File: config.mk
export PLATFORM = sky130hd
export DESIGN_NAME = uart_tx_arbiter
export DESIGN_NICKNAME = d
export VERILOG_FILES = /design/src/rtl/uart_pkg.sv /design/src/rtl/rr_pick.sv /design/src/rtl/uart_tx_arbiter.sv
export SDC_FILE = /design/constraint.sdc
export NUM_CORES = 1
export LEC_CHECK = 0
export ABC_AREA = 0
export CAP_MARGIN = 20
export CORE_MARGIN = 4
export CORE_UTILIZATION = 30
export CTS_CLUSTER_DIAMETER = 100
export CTS_CLUSTER_SIZE = 30
export DETAILED_ROUTE_END_ITERATION = 10
export PLACE_DENSITY = 0.59
export SLEW_MARGIN = 10
export SYNTH_ARGS = -nofsm -noshare
export SYNTH_HDL_FRONTEND = slang
export SYNTH_HIERARCHICAL = 1
export SYNTH_SLANG_ARGS = --single-unit
File: constraint.sdc
create_clock -name clk -period 3.2 [get_ports clk]
set_input_delay 0.64 -clock clk [delete_from_list [all_inputs] [get_ports clk]]
set_output_delay 0.64 -clock clk [all_outputs]
set_load 0.005 [all_outputs]
File: src/rtl/uart_pkg.sv
// Shared definitions for the UART transmit arbiter family: FSM state encoding,
// default datapath parameters and the start-timeout counter width.
package uart_pkg;

   localparam int DEFAULT_DATA_WIDTH    = 8;
   localparam int DEFAULT_START_TIMEOUT = 15;
   localparam int TIMEOUT_CNT_WIDTH     = 8;

   typedef enum logic [1:0] {
      ST_IDLE       = 2'd0,
      ST_ISSUE      = 2'd1,
      ST_WAIT_START = 2'd2,
      ST_WAIT_DONE  = 2'd3
   } arb_state_t;

endpackage

File: src/rtl/rr_pick.sv
// Combinational round-robin picker: returns the first asserted request at or
// after ptr, wrapping modulo NUM_REQ.
module rr_pick #(
   parameter int NUM_REQ   = 4,
   parameter int IDX_WIDTH = 2
) (
   input  logic [NUM_REQ-1:0]   req,
   input  logic [IDX_WIDTH-1:0] ptr,
   output logic                 found,
   output logic [IDX_WIDTH-1:0] idx
);

   // Rotate the request vector so that the requester at ptr sits at bit 0.
   logic [NUM_REQ-1:0] rot;
   int                 off;

   generate
      for (genvar gi = 0; gi < NUM_REQ; gi++) begin : g_rot
         assign rot[gi] = req[IDX_WIDTH'((int'(ptr) + gi) % NUM_REQ)];
      end
   endgenerate

   always_comb begin
      found = 1'b0;
      off   = 0;
      for (int k = NUM_REQ - 1; k >= 0; k--) begin
         if (rot[k]) begin
            found = 1'b1;
            off   = k;
         end
      end
      idx = IDX_WIDTH'((int'(ptr) + off) % NUM_REQ);
   end

endmodule

File: src/rtl/uart_tx_arbiter.sv
// Shares one UART transmit datapath between NUM_REQ byte requesters with
// per-byte round-robin, optional packet lock and a sticky start-timeout flag.
module uart_tx_arbiter
   import uart_pkg::*;
#(
   parameter int NUM_REQ       = 4,
   parameter int IDX_WIDTH     = 2,
   parameter int DATA_WIDTH    = DEFAULT_DATA_WIDTH,
   parameter int START_TIMEOUT = DEFAULT_START_TIMEOUT
) (
   input  logic                          clk,
   input  logic                          rst,
   input  logic [NUM_REQ-1:0]            req_valid,
   input  logic [NUM_REQ*DATA_WIDTH-1:0] req_data,
   input  logic [NUM_REQ-1:0]            req_last,
   output logic [NUM_REQ-1:0]            req_ready,
   output logic [DATA_WIDTH-1:0]         tx_data,
   output logic                          tx_load,
   input  logic                          tx_busy,
   output logic [IDX_WIDTH-1:0]          grant_idx,
   output logic                          locked,
   output logic                          err_timeout
);

   arb_state_t                   state_reg, state_next;
   logic [IDX_WIDTH-1:0]         ptr_reg, ptr_next;
   logic [IDX_WIDTH-1:0]         grant_idx_reg, grant_idx_next;
   logic [DATA_WIDTH-1:0]        tx_data_reg, tx_data_next;
   logic                         last_reg, last_next;
   logic                         locked_reg, locked_next;
   logic                         err_timeout_reg, err_timeout_next;
   logic [TIMEOUT_CNT_WIDTH-1:0] timeout_cnt_reg, timeout_cnt_next;
   logic [TIMEOUT_CNT_WIDTH-1:0] timeout_cnt_inc;

   logic [DATA_WIDTH-1:0]        req_bytes [NUM_REQ];
   logic                         pick_found;
   logic [IDX_WIDTH-1:0]         pick_idx;
   logic                         cand_found;
   logic [IDX_WIDTH-1:0]         cand_idx;

   generate
      for (genvar gi = 0; gi < NUM_REQ; gi++) begin : g_unpack
         assign req_bytes[gi] = req_data[gi*DATA_WIDTH +: DATA_WIDTH];
      end
   endgenerate

   rr_pick #(
      .NUM_REQ   (NUM_REQ),
      .IDX_WIDTH (IDX_WIDTH)
   ) u_rr_pick (
      .req   (req_valid),
      .ptr   (ptr_reg),
      .found (pick_found),
      .idx   (pick_idx)
   );

   // A held lock narrows the choice to the lock owner, even if it has nothing to send.
   always_comb begin
      cand_found = pick_found;
      cand_idx   = pick_idx;
      if (locked_reg) begin
         cand_found = req_valid[grant_idx_reg];
         cand_idx   = grant_idx_reg;
      end
   end

   assign timeout_cnt_inc = timeout_cnt_reg + 1'b1;

   always_ff @(posedge clk) begin
      if (rst) begin
         state_reg       <= ST_IDLE;
         ptr_reg         <= '0;
         grant_idx_reg   <= '0;
         tx_data_reg     <= '0;
         last_reg        <= 1'b0;
         locked_reg      <= 1'b0;
         err_timeout_reg <= 1'b0;
         timeout_cnt_reg <= '0;
      end else begin
         state_reg       <= state_next;
         ptr_reg         <= ptr_next;
         grant_idx_reg   <= grant_idx_next;
         tx_data_reg     <= tx_data_next;
         last_reg        <= last_next;
         locked_reg      <= locked_next;
         err_timeout_reg <= err_timeout_next;
         timeout_cnt_reg <= timeout_cnt_next;
      end
   end

   always_comb begin
      state_next       = state_reg;
      ptr_next         = ptr_reg;
      grant_idx_next   = grant_idx_reg;
      tx_data_next     = tx_data_reg;
      last_next        = last_reg;
      locked_next      = locked_reg;
      err_timeout_next = err_timeout_reg;
      timeout_cnt_next = timeout_cnt_reg;

      case (state_reg)
         ST_IDLE: begin
            if (!tx_busy && cand_found) begin
               tx_data_next   = req_bytes[cand_idx];
               grant_idx_next = cand_idx;
               last_next      = req_last[cand_idx];
               state_next     = ST_ISSUE;
            end
         end

         ST_ISSUE: begin
            locked_next      = ~last_reg;
            // Only a completed packet advances the pointer, so locked bytes never rotate.
            if (last_reg) begin
               if (grant_idx_reg == IDX_WIDTH'(NUM_REQ - 1)) begin
                  ptr_next = '0;
               end else begin
                  ptr_next = grant_idx_reg + 1'b1;
               end
            end
            timeout_cnt_next = '0;
            state_next       = ST_WAIT_START;
         end

         ST_WAIT_START: begin
            if (tx_busy) begin
               state_next = ST_WAIT_DONE;
            end else begin
               timeout_cnt_next = timeout_cnt_inc;
               if (timeout_cnt_inc == TIMEOUT_CNT_WIDTH'(START_TIMEOUT)) begin
                  err_timeout_next = 1'b1;
                  locked_next      = 1'b0;
                  state_next       = ST_IDLE;
               end
            end
         end

         ST_WAIT_DONE: begin
            if (!tx_busy) begin
               state_next = ST_IDLE;
            end
         end

         default: begin
            state_next = ST_IDLE;
         end
      endcase
   end

   generate
      for (genvar gi = 0; gi < NUM_REQ; gi++) begin : g_ready
         assign req_ready[gi] = (state_reg == ST_ISSUE) && (grant_idx_reg == IDX_WIDTH'(gi));
      end
   endgenerate

   assign tx_load     = (state_reg == ST_ISSUE);
   assign tx_data     = tx_data_reg;
   assign grant_idx   = grant_idx_reg;
   assign locked      = locked_reg;
   assign err_timeout = err_timeout_reg;

endmodule

==> results.json, run 1 <==
{
  "leakagePower_nw": 0.968,
  "via_per_inst": 5.02,
  "worstSetupPathType": "primary input to flop",
  "ir_worst_vdd_mv": 0.209,
  "power.share.clock": 0.149,
  "ctsHtreeMaxLevel": 1,
  "setup_tns_ps": 0,
  "relSlewSlack": 0.698,
  "status": "completed",
  "wl_per_cell_um": 12.6,
  "die-height_um": 85.4,
  "drv_slew": 0,
  "p_comb_frac": 0.518,
  "holdBufCountCts": 0,
  "power.internal_mw": 0.839,
  "cts_root_buffer": "clkbuf_8",
  "grt_use_total": 0.115,
  "required_ps": 3370,
  "synthesis.area_um2": 1800,
  "vias": 1671,
  "cts_tree": "done",
  "syn_nets": 253,
  "p_seq_frac": 0.333,
  "yosys_warnings": 6,
  "synth_edf_count": 0,
  "rsz0062_at_grt": "no",
  "overflow": 0,
  "r2r-start": "ptr_reg[1]$_SDFFE_PP0P_",
  "gp_congestion": 0.842,
  "clock_sinks": 25,
  "finalSetupViolations": 0,
  "post-place-ws_ps": 53.3,
  "area_growth_syn_to_layout_pct": 41.7,
  "async_reset_ff_frac": 0,
  "wl_um": 4200,
  "antenna_found_initial": 0,
  "fin_crit_ps": 2870,
  "initial_core_util": 0.318,
  "max-cap-violations": 0,
  "die_w_um": 85.4,
  "ctsResizeCount": 0,
  "fin_util": 0.451,
  "post_cts_buffers": 0,
  "dieArea_um2": 7290,
  "final_nets": 317,
  "crit_fanout": 10,
  "grt_pass1_wl_um": 6950,
  "switching_share": 0.342,
  "finalCritPeriodShare": 0.896,
  "postRouteAntennaNets": 0,
  "clock.fmax_mhz": 349,
  "dr.pass1.iters": 4,
  "ioPinCount": 60,
  "clkTransAtPathRegs_ps": 90,
  "tightest_slew_ps": 453,
  "numCtsBuffers": 3,
  "port-buffer-count": 59,
  "crit_start": "req_valid[2]",
  "syn_area_per_cell_um2": 9.07,
  "synth.distinct_cells": 45,
  "worstRegToRegCells": 10,
  "core_area_um2": 5640,
  "drc": 0,
  "p_sw_mw": 0.436,
  "clk_latency_ps": 270,
  "final_hold_viol_count": 0,
  "start_kind": "primary input",
  "ys.flop_type": "dfxtp_1",
  "syn-instance-count": 198,
  "layout-drive-gt1-share": 0.111,
  "first_global_vias": 1564,
  "rows": 27,
  "hold_depth": 1,
  "ys_seq_area_frac": 0.279,
  "dr.first_iter.drc_count": 77,
  "hp-class": "flop to flop",
  "p_per_area_nw_per_um2": 501,
  "diodes": 0,
  "ys_ff_latch": 25,
  "arrival_ps": 3030,
  "grt_max_degree": 18,
  "timing.final.ws_setup_ps": 333,
  "dp_hpwl_um": 3270,
  "cts_buffer_depth": 2,
  "skew_ps": 1.69,
  "end_kind": "flop",
  "worstHoldStart": "err_timeout$_SDFFE_PP0P_"
}
[final cells by class]
class	count	area, um2
Sequential cell	25	500
Clock buffer	4	45.0
Multi-Input combinational cell	157	1220
Inverter	8	30.0
Fill cell	548	3100
Timing Repair Buffer	67	663
Tap cell	72	90.1
[layout by cell type (no fill, tap or decap), types with 6 or more instances in the layout]
cell	count
nor2_1	25
a21oi_1	13
dfxtp_1	25
nand2b_1	6
mux4_2	8
ha_1	12
mux2i_1	13
buf_4	7
o21ai_0	6
inv_1	8
clkdlybuf4s50_1	59
nand2_1	17
[power by group through the flow]
stage / combinational [mW] / sequential (mW) / clock [mW]
after floorplan: 0.440 / 0.407 / 0
after global placement: 0.665 / 0.432 / 0
after detailed placement: 0.666 / 0.432 / 0
after CTS: 0.670 / 0.426 / 0.201
after global routing: 0.729 / 0.434 / 0.211
final: 0.661 / 0.425 / 0.190
[synthesized netlist by cell type, drive strengths merged, types with 2 or more instances]
cell type	instances	area, um2
inv	8	30.0
dfxtp	25	500
o21ai	7	38.8
and2	4	25.0
mux4	9	206
nor3	3	15.0
a311oi	4	35.0
o21a	4	30.0
and3	4	25.0
buf	4	32.5
mux2i	15	166
nand3	3	15.0
ha	12	150
nor2	25	93.8
nand2	17	63.8
or2	5	31.3
nand2b	6	37.5
xnor2	3	26.3
a21oi	13	65.1
clkbuf	4	16.3
nor4bb	2	20.0
nand4	2	12.5
nor2b	4	25.0
[worst max-delay path: stages]
cell and delay (ps):
clkdlybuf4s50_1 470, nor2_1 160, a2bb2oi_1 170, o211ai_1 110, o21a_1 130, ha_1 300
mux2i_4 170, buf_12 160, mux4_1 540, mux2i_1 130, nor2_1 50
[stage by stage]
step	hold slack [ps]	power [mW]	area [um2]	cells
2_1_floorplan	433	0.847	1800	198
3_3_place_gp	456	1.10	2500	329
3_5_place_dp	488	1.10	2500	329
4_1_cts	506	1.30	2550	333
5_1_grt	533	1.37	2550	333
6_report	490	1.28	2550	333
[metal layers]
layer	vias up	track usage	part of all wire
li1	846	-	-
met1	749	0.152	0.45
met2	71	0.179	0.42
met3	5	0.0330	0.11
met4	0	0.0388	0.013
met5	-	0	0
[final timing paths]
| path | slack (ps) | endpoint |
|---|---|---|
| setup / recovery | 330 | tx_data[5]$_SDFFE_PP0P_ |
| hold / removal | 490 | err_timeout$_SDFFE_PP0P_ |
| setup reg to reg | 770 | tx_data[5]$_SDFFE_PP0P_ |
| hold reg to reg | 490 | err_timeout$_SDFFE_PP0P_ |
[logic make-up after synthesis]
logic type,Yosys count,synth area share
AOI/OAI and AO/OA,38,0.143
xor gates and xnor gates,3,0.0146
buffers and inverters,16,0.0439
muxes,25,0.216
DFF,25,0.279
adders and majority gates,12,0.0836
and+or+nand+nor,79,0.221
Power figures use the tool's default switching activity.
==> run 2, diff against run 1 <==
--- a/config.mk
+++ b/config.mk
@@ -6,13 +6,13 @@
 export NUM_CORES = 1
 export LEC_CHECK = 0
 export ABC_AREA = 0
-export CAP_MARGIN = 20
 export CORE_MARGIN = 4
 export CORE_UTILIZATION = 30
 export CTS_CLUSTER_DIAMETER = 100
 export CTS_CLUSTER_SIZE = 30
 export DETAILED_ROUTE_END_ITERATION = 10
 export PLACE_DENSITY = 0.59
+export RECOVER_POWER = 50
 export SLEW_MARGIN = 10
 export SYNTH_ARGS = -nofsm -noshare
 export SYNTH_HDL_FRONTEND = slang
==> run 2 against run 1 <==
  * Die area stayed put
  * Sequential power hardly changed
  * Design area is 0.39% lower
  * Highest routed layer unchanged
  * Setup slack worse by 29 ps
==> results.json, run 2 (synthesis gave the netlist of run 1 again) <==
{
  "drc": 0,
  "die-height_um": 85.4,
  "die_w_um": 85.4,
  "finalSetupViolations": 0,
  "hp-class": "flop to flop",
  "setup_tns_ps": 0,
  "postRouteAntennaNets": 0,
  "status": "completed",
  "fin_crit_ps": 2900,
  "finalCritPeriodShare": 0.905,
  "clock_sinks": 25,
  "max-cap-violations": 0,
  "final_common_cell": "clkdlybuf4s50_1",
  "first_global_vias": 1564,
  "grt_pass1_wl_um": 6950,
  "clk_latency_ps": 270,
  "overflow": 0,
  "port-buffer-count": 59,
  "wl_um": 4170,
  "cts_buffer_depth": 2,
  "arrival_ps": 3030,
  "end_kind": "flop",
  "ctsHtreeMaxLevel": 1,
  "ir_worst_vdd_mv": 0.209,
  "wl_per_cell_um": 12.5,
  "cpPeakStageDelay_ps": 540,
  "holdBufCountCts": 0,
  "cp_common_cell": "nor2_1",
  "post_cts_buffers": 0,
  "area_growth_syn_to_layout_pct": 41.2,
  "ctsResizeCount": 0,
  "relSlewSlack": 0.454,
  "crit_start": "req_valid[2]",
  "final_nets": 317,
  "p_total_mw": 1.26,
  "crit_fanout": 10,
  "core_area_um2": 5640,
  "clock.fmax_mhz": 345,
  "skew_ps": 2.01,
  "dieArea_um2": 7290,
  "r2r-start": "ptr_reg[1]$_SDFFE_PP0P_",
  "start_kind": "primary input",
  "diodes": 0,
  "final_hold_viol_count": 0,
  "initial_core_util": 0.318,
  "dr.first_iter.drc_count": 71,
  "ioPinCount": 60,
  "worstHoldStart": "err_timeout$_SDFFE_PP0P_",
  "required_ps": 3340,
  "worstSetupPathType": "primary input to flop",
  "slowest_stage": "mux4_1",
  "gp_congestion": 0.842,
  "grt_max_degree": 18,
  "drv_slew": 0,
  "vias": 1651,
  "numCtsBuffers": 3,
  "rsz0062_at_grt": "no",
  "antenna_found_initial": 0,
  "leakagePower_nw": 0.995,
  "clkTransAtPathRegs_ps": 90,
  "mostFrequentLayoutCells": "47 x clkdlybuf4s50_1, 25 x nor2_1, 25 x dfxtp_1",
  "cp_cell_sequence": "clkdlybuf4s50_1 -> nor2_1 -> a2bb2oi_1 -> o211ai_1 -> o21a_1 -> ha_1 -> mux2i_4 -> buf_12 -> mux4_1 -> mux2i_1 -> nor2_1",
  "dp_hpwl_um": 3270,
  "grt_use_total": 0.115,
  "dr.pass1.iters": 4,
  "via_per_inst": 4.96,
  "tightest_slew_ps": 819,
  "cts_root_buffer": "clkbuf_8",
  "rows": 27,
  "layout-drive-gt1-share": 0.103,
  "cts_tree": "done",
  "p_per_area_nw_per_um2": 496
}
## run 2: cell count changes in the layout (fill, tap and decap cells not counted), sizes merged
cell	delta
clkdlybuf4s50	-12
dlygate4sd3	+12
clkbuf	+1
buf	-1
## run 2: final timing paths
path | endpoint | slack (ps) | depth (start not counted)
min | err_timeout$_SDFFE_PP0P_ | 490 | 1
max reg2reg | tx_data[5]$_SDFFE_PP0P_ | 740 | 10
min reg2reg | err_timeout$_SDFFE_PP0P_ | 490 | 1
max | tx_data[5]$_SDFFE_PP0P_ | 300 | 11
## run 2: cell type report
cell class / instances / area (um2)
fill: 550 / 3110
tap: 72 / 90.1
inverter: 8 / 30.0
multi-input combinational: 157 / 1210
timing repair buffer: 67 / 659
clock buffer: 4 / 45.0
sequential: 25 / 500
## run 2: metrics by stage
stage,instances,utilization,hold WS [ps],setup slack [ps],area (um2)
4_1_cts,333,0.451,506,346,2550
5_1_grt,333,0.450,528,132,2540
6_report,333,0.450,485,304,2540
3_3_place_gp,329,0.443,456,104,2500
3_5_place_dp,329,0.443,488,53.3,2500
2_1_floorplan,198,-,433,517,1800
## run 2: worst max-delay path: cells and delay by family
family                   cells  cell delay [ps]
AO/OA/AOI/OAI                3              410
adder cells (fa/ha/maj)      1              300
buffers and inverters        2              620
multiplexers                 3              840
AND/OR/NAND/NOR              2              210
## run 2: per-layer routing
layer	vias up	wire length, um	GRT usage
met4	0	53	0.0388
li1	843	-	-
met3	5	416	0.0330
met2	61	1740	0.179
met5	-	0	0
met1	742	1970	0.152
## run 2: report_power, final
group | internal, mW | switching, mW | leakage, nW | total (mW)
sequential | 0.361 | 0.0614 | 0.203 | 0.423
combinational | 0.376 | 0.269 | 0.769 | 0.645
clock | 0.0892 | 0.101 | 0.0228 | 0.190
total | 0.826 | 0.432 | 0.995 | 1.26
